[config.mk]
export PLATFORM = sky130hd
export DESIGN_NAME = tick_period_meter
export DESIGN_NICKNAME = d
export VERILOG_FILES = /design/src/rtl/tick_period_meter.sv
export SDC_FILE = /design/constraint.sdc
export NUM_CORES = 1
export LEC_CHECK = 0
export BUFFER_PORTS_ARGS = -buffer_cell sky130_fd_sc_hd__buf_2
export CAP_MARGIN = 20
export CORE_MARGIN = 3
export CORE_UTILIZATION = 30
export CTS_CLUSTER_SIZE = 25
export DETAILED_ROUTE_END_ITERATION = 12
export MAX_ROUTING_LAYER = met4
export SLEW_MARGIN = 40
export SYNTH_ARGS = -nofsm -noshare
export SYNTH_HDL_FRONTEND = slang
export SYNTH_SLANG_ARGS = --single-unit
export TNS_END_PERCENT = 20
[constraint.sdc]
create_clock -name clk -period 3.05 [get_ports clk]
set_input_delay 0 -clock clk [delete_from_list [all_inputs] [get_ports clk]]
set_output_delay 0 -clock clk [all_outputs]
set_load 0.005 [all_outputs]
[src/rtl/tick_period_meter.sv]
// Measures clk cycles between rising edges of tick_in, presents each period on a
// valid/ready output, and tracks lock against EXPECT +/- TOL.
module tick_period_meter #(
  parameter int CNT_W  = 30,
  parameter int EXPECT = 10000000,
  parameter int TOL    = 0,
  parameter int LOCK_N = 4
) (
  input  logic             clk,
  input  logic             rst,
  input  logic             tick_in,
  output logic [CNT_W-1:0] period_out,
  output logic             period_valid,
  input  logic             period_ready,
  output logic             ovf,
  output logic             lost,
  output logic             locked
);

  localparam logic [0:0] ST_IDLE = 1'b0;
  localparam logic [0:0] ST_RUN  = 1'b1;

  localparam logic [CNT_W-1:0] CNT_MAX = '1;
  // Window bounds carry one extra bit so EXPECT+TOL cannot wrap; lower bound clamps at 0.
  localparam logic [CNT_W:0] WIN_LO = (EXPECT > TOL) ? (CNT_W+1)'(EXPECT - TOL) : '0;
  localparam logic [CNT_W:0] WIN_HI = (CNT_W+1)'(EXPECT + TOL);

  localparam int              MW     = (LOCK_N < 2) ? 1 : $clog2(LOCK_N + 1);
  localparam logic [MW-1:0]   LOCK_C = MW'(LOCK_N);

  function automatic logic [CNT_W-1:0] sat_inc(input logic [CNT_W-1:0] v);
    return (v == CNT_MAX) ? CNT_MAX : v + 1'b1;
  endfunction

  logic [0:0]       r_state;
  logic             r_tick_d;
  logic [CNT_W-1:0] r_cnt;
  logic [CNT_W-1:0] r_period;
  logic             r_valid;
  logic             r_ovf;
  logic             r_lost;
  logic             r_locked;
  logic [MW-1:0]    r_match;

  logic             w_edge;
  logic [CNT_W-1:0] w_period;
  logic             w_ovf_new;
  logic             w_in_range;
  logic [MW-1:0]    w_match_inc;

  always_comb begin
    w_edge      = tick_in & ~r_tick_d;
    w_period    = sat_inc(r_cnt);
    w_ovf_new   = (w_period == CNT_MAX);
    w_in_range  = !w_ovf_new && ({1'b0, w_period} >= WIN_LO) && ({1'b0, w_period} <= WIN_HI);
    w_match_inc = (r_match == LOCK_C) ? LOCK_C : r_match + 1'b1;
  end

  always_ff @(posedge clk) begin
    if (rst) begin
      r_state  <= ST_IDLE;
      r_tick_d <= 1'b0;
      r_cnt    <= '0;
      r_period <= '0;
      r_valid  <= 1'b0;
      r_ovf    <= 1'b0;
      r_lost   <= 1'b0;
      r_locked <= 1'b0;
      r_match  <= '0;
    end else begin
      r_tick_d <= tick_in;
      if (r_valid && period_ready)
        r_valid <= 1'b0;

      case (r_state)
        ST_IDLE: begin
          if (w_edge) begin
            r_state <= ST_RUN;
            r_cnt   <= '0;
          end
        end
        default: begin
          if (w_edge) begin
            r_cnt <= '0;
            // A pending unconsumed result is kept; the newer one is dropped.
            if (r_valid && !period_ready) begin
              r_lost <= 1'b1;
            end else begin
              r_period <= w_period;
              r_ovf    <= w_ovf_new;
              r_valid  <= 1'b1;
            end
            if (w_in_range) begin
              r_match <= w_match_inc;
              if (w_match_inc == LOCK_C)
                r_locked <= 1'b1;
            end else begin
              r_match  <= '0;
              r_locked <= 1'b0;
            end
          end else begin
            r_cnt <= sat_inc(r_cnt);
          end
        end
      endcase
    end
  end

  assign period_out   = r_period;
  assign period_valid = r_valid;
  assign ovf          = r_ovf;
  assign lost         = r_lost;
  assign locked       = r_locked;

endmodule
==> results.json <==
{
  "status": "completed",
  "vias_per_cell": 5.40,
  "fin_crit_sh": 0.925,
  "synth_async_sr_flop_share": 0,
  "critical-path-top-delay-family": "compound AO/OA/AOI/OAI gates",
  "tightest_slew_ps": 776,
  "r2r_setup_slack_ps": 230,
  "seqPwrFrac": 0.435,
  "hold_violations": 0,
  "die_y_um": 118,
  "stdcell_count": 676,
  "netlist_area_mm2": 0.00377,
  "grt_pass1_vias": 3440,
  "crit_path_cell_trace": "ha_1, buf_4, or4_1, a2111oi_1, buf_4, nand3_1, nor4_1, nand4_1, a211oi_1",
  "r2r_start": "r_cnt[1]$_SDFFE_PP0P_",
  "routed-via-count": 3650,
  "post_cts.repair.setup_buffers": 0,
  "mostFrequentLayoutCells": "dfxtp_1, nor2_1, buf_2",
  "synthTopCellsByArea": "dfxtp_1, nor2_1, a311oi_1",
  "ys.flop_type": "dfxtp_1",
  "relSlewSlack": 0.483,
  "path_clk_slew_ps": 60,
  "synth_top_area_cell": "dfxtp_1",
  "final-setup-viol-count": 0,
  "post-route-util": 0.371,
  "mostFrequentLayoutCell": "dfxtp_1",
  "swShare": 0.247,
  "syn_inst": 474,
  "crit_required_ps": 3300,
  "dp_cells": 658,
  "p_int_mw": 1.65,
  "arrival_ps": 3080,
  "critPathBufInv": 2,
  "switchingPower_uw": 540,
  "layout-drive-gt1-share": 0.171,
  "drc_errors": 0,
  "grt_overflow_total": 0,
  "die_w_um": 118,
  "yosysSeqAreaShare": 0.366,
  "coreArea_mm2": 0.0122,
  "ant_nets": 0,
  "tns_ps": 0,
  "end_kind": "flop",
  "combPwrFrac": 0.074,
  "power_density_mw_per_mm2": 486,
  "synth_area_per_cell_um2": 7.95,
  "crit_top_cell": "buf_4",
  "rsz0062_at_grt": "no",
  "vdd_drop_max_uv": 265,
  "antenna_found_initial": 0,
  "critPathMaxStageDelay_ps": 630,
  "die-area_mm2": 0.0139,
  "cp_slowest_cell": "a2111oi_1",
  "hp-start": "rst",
  "path_max_fanout": 11,
  "synth_nets": 481,
  "fin_total_pwr_mw": 2.19,
  "area_growth_pct": 19.6,
  "io_buffers": 37,
  "maxCapViolCount": 0,
  "slew_violations": 0,
  "dp_hpwl_um": 7830,
  "fin_crit_ps": 2820,
  "synth_top_cell_area_share": 0.366,
  "ios": 38,
  "crit_type": "reg -> reg",
  "start_util": 0.310,
  "cts_tree": "built",
  "cts_buffers": 9,
  "ys_warn_count": 0,
  "fin_skew_ps": 6.80,
  "wl_per_cell_um": 16.3,
  "antenna_cells": 0,
  "finalNetCount": 510,
  "start_kind": "flop",
  "wirelength_um": 11000,
  "yosys.cell_types.count": 50,
  "crit_start": "r_cnt[1]$_SDFFE_PP0P_",
  "insertion_delay_ps": 340,
  "htreeDepth": 3,
  "grt_pass1_wl_um": 18100,
  "cts_root_buf": "clkbuf_16",
  "drt_first_pass_iters": 5,
  "gp_congestion": 0.912,
  "drtIter0Drc": 308,
  "fmax_ghz": 0.354,
  "synth-edff-count": 0,
  "grt_max_degree": 46,
  "rows": 40,
  "clock_path_buffers": 2,
  "worst_hold_path_type": "in -> reg",
  "ys_ff_latch": 69,
  "gr-usage-all-layers": 0.164,
  "p_leak_nw": 1.53,
  "clockPowerShare": 0.491,
  "cts_num_sinks": 69
}
-- synthesized netlist by cell type (3+ instances only) --
cell type / number
a211oi_1: 26
a21boi_0: 3
a21oi_1: 22
a311oi_1: 24
a31oi_1: 12
and2_1: 5
and3_1: 12
and4_1: 3
buf_2: 8
clkbuf_1: 34
dfxtp_1: 69
ha_1: 3
inv_1: 10
mux2i_1: 5
nand2_1: 31
nand2b_1: 3
nand3_1: 21
nand4_1: 13
nor2_1: 68
nor2b_1: 3
nor3_1: 9
nor3b_1: 4
nor4_1: 15
o211ai_1: 3
o21a_1: 5
o21ai_0: 7
o22ai_1: 3
or3_1: 3
or4_1: 3
xnor2_1: 16
xor2_1: 5
-- stage by stage --
| stage | cell area (µm²) | hold slack, ps | setup slack [ps] |
|---|---|---|---|
| final | 4510 | 216 | 228 |
| after global routing | 4510 | 248 | 51.8 |
| after CTS | 4510 | 217 | 57.8 |
| after detailed placement | 4180 | 247 | 80.8 |
| after global placement | 4180 | 228 | 139 |
| after floorplan | 3770 | 128 | 552 |
-- power by group through the flow --
stage               clock, mW  sequential [mW]  combinational (mW)
floorplan                   0            0.970               0.102
global placement            0            0.971               0.159
detailed placement          0            0.971               0.161
CTS                      1.10            0.952               0.164
global route             1.15            0.957               0.181
finish                   1.08            0.952               0.163
-- area by class of cell --
cell class / instances / area [µm²]
clock inverter: 6 / 70.1
multi-input combinational: 352 / 2190
sequential: 69 / 1380
timing repair buffer: 61 / 383
tap: 168 / 210
clock buffer: 10 / 239
fill: 1280 / 7650
inverter: 10 / 37.5
-- flip-flops by register name (all words and copies together), names as in the netlist --
| name | count |
|---|---|
| period_out | 30 |
| r_cnt | 30 |
| r_match | 3 |
| locked | 1 |
| lost | 1 |
| ovf | 1 |
| period_valid | 1 |
| r_state | 1 |
| r_tick_d | 1 |
-- cell families (layout without fill, tap and decap cells) --
| group | after synthesis | after routing | synth area share |
|---|---|---|---|
| adders and majority gates | 3 | 3 | 0.00996 |
| xor gates and xnor gates | 21 | 21 | 0.0488 |
| DFF | 69 | 69 | 0.366 |
| buffers and inverters | 53 | 87 | 0.0558 |
| AOI/OAI and AO/OA | 117 | 117 | 0.222 |
| muxes | 5 | 5 | 0.0133 |
| and+or+nand+nor | 206 | 206 | 0.284 |
-- per-layer routing --
| metal | vias up | global-route usage | share of wire |
|---|---|---|---|
| li1 | 1819 | - | - |
| met1 | 1704 | 0.231 | 0.51 |
| met2 | 113 | 0.225 | 0.40 |
| met3 | 14 | 0.0481 | 0.067 |
| met4 | 0 | 0.0498 | 0.016 |
| met5 | - | - | 0 |
-- worst reg2reg max path, stage by stage, from the launching register on --
cell and delay (ps):
dfxtp_2 370, ha_1 230, buf_4 170, or4_1 410, a2111oi_1 630, buf_4 220
nand3_1 80, nor4_1 200, nand4_1 180, a211oi_1 250
-- what timing repair did --
item | in CTS | in global routing
gates resized for setup | 0 | 2
endpoints found under the hold margin | 2 | 0
endpoints found under the setup margin | 0 | 3
hold buffers | 2 | 0
-- final timing paths --
path	end	depth (start not counted)
worst min-delay path	r_state$_SDFF_PP0_	2
worst max-delay path	locked$_SDFFE_PP0P_	9
worst max register to register	locked$_SDFFE_PP0P_	9
worst min register to register	period_out[28]$_SDFFE_PP0P_	2
No activity file was read; power rests on OpenSTA's default activity.
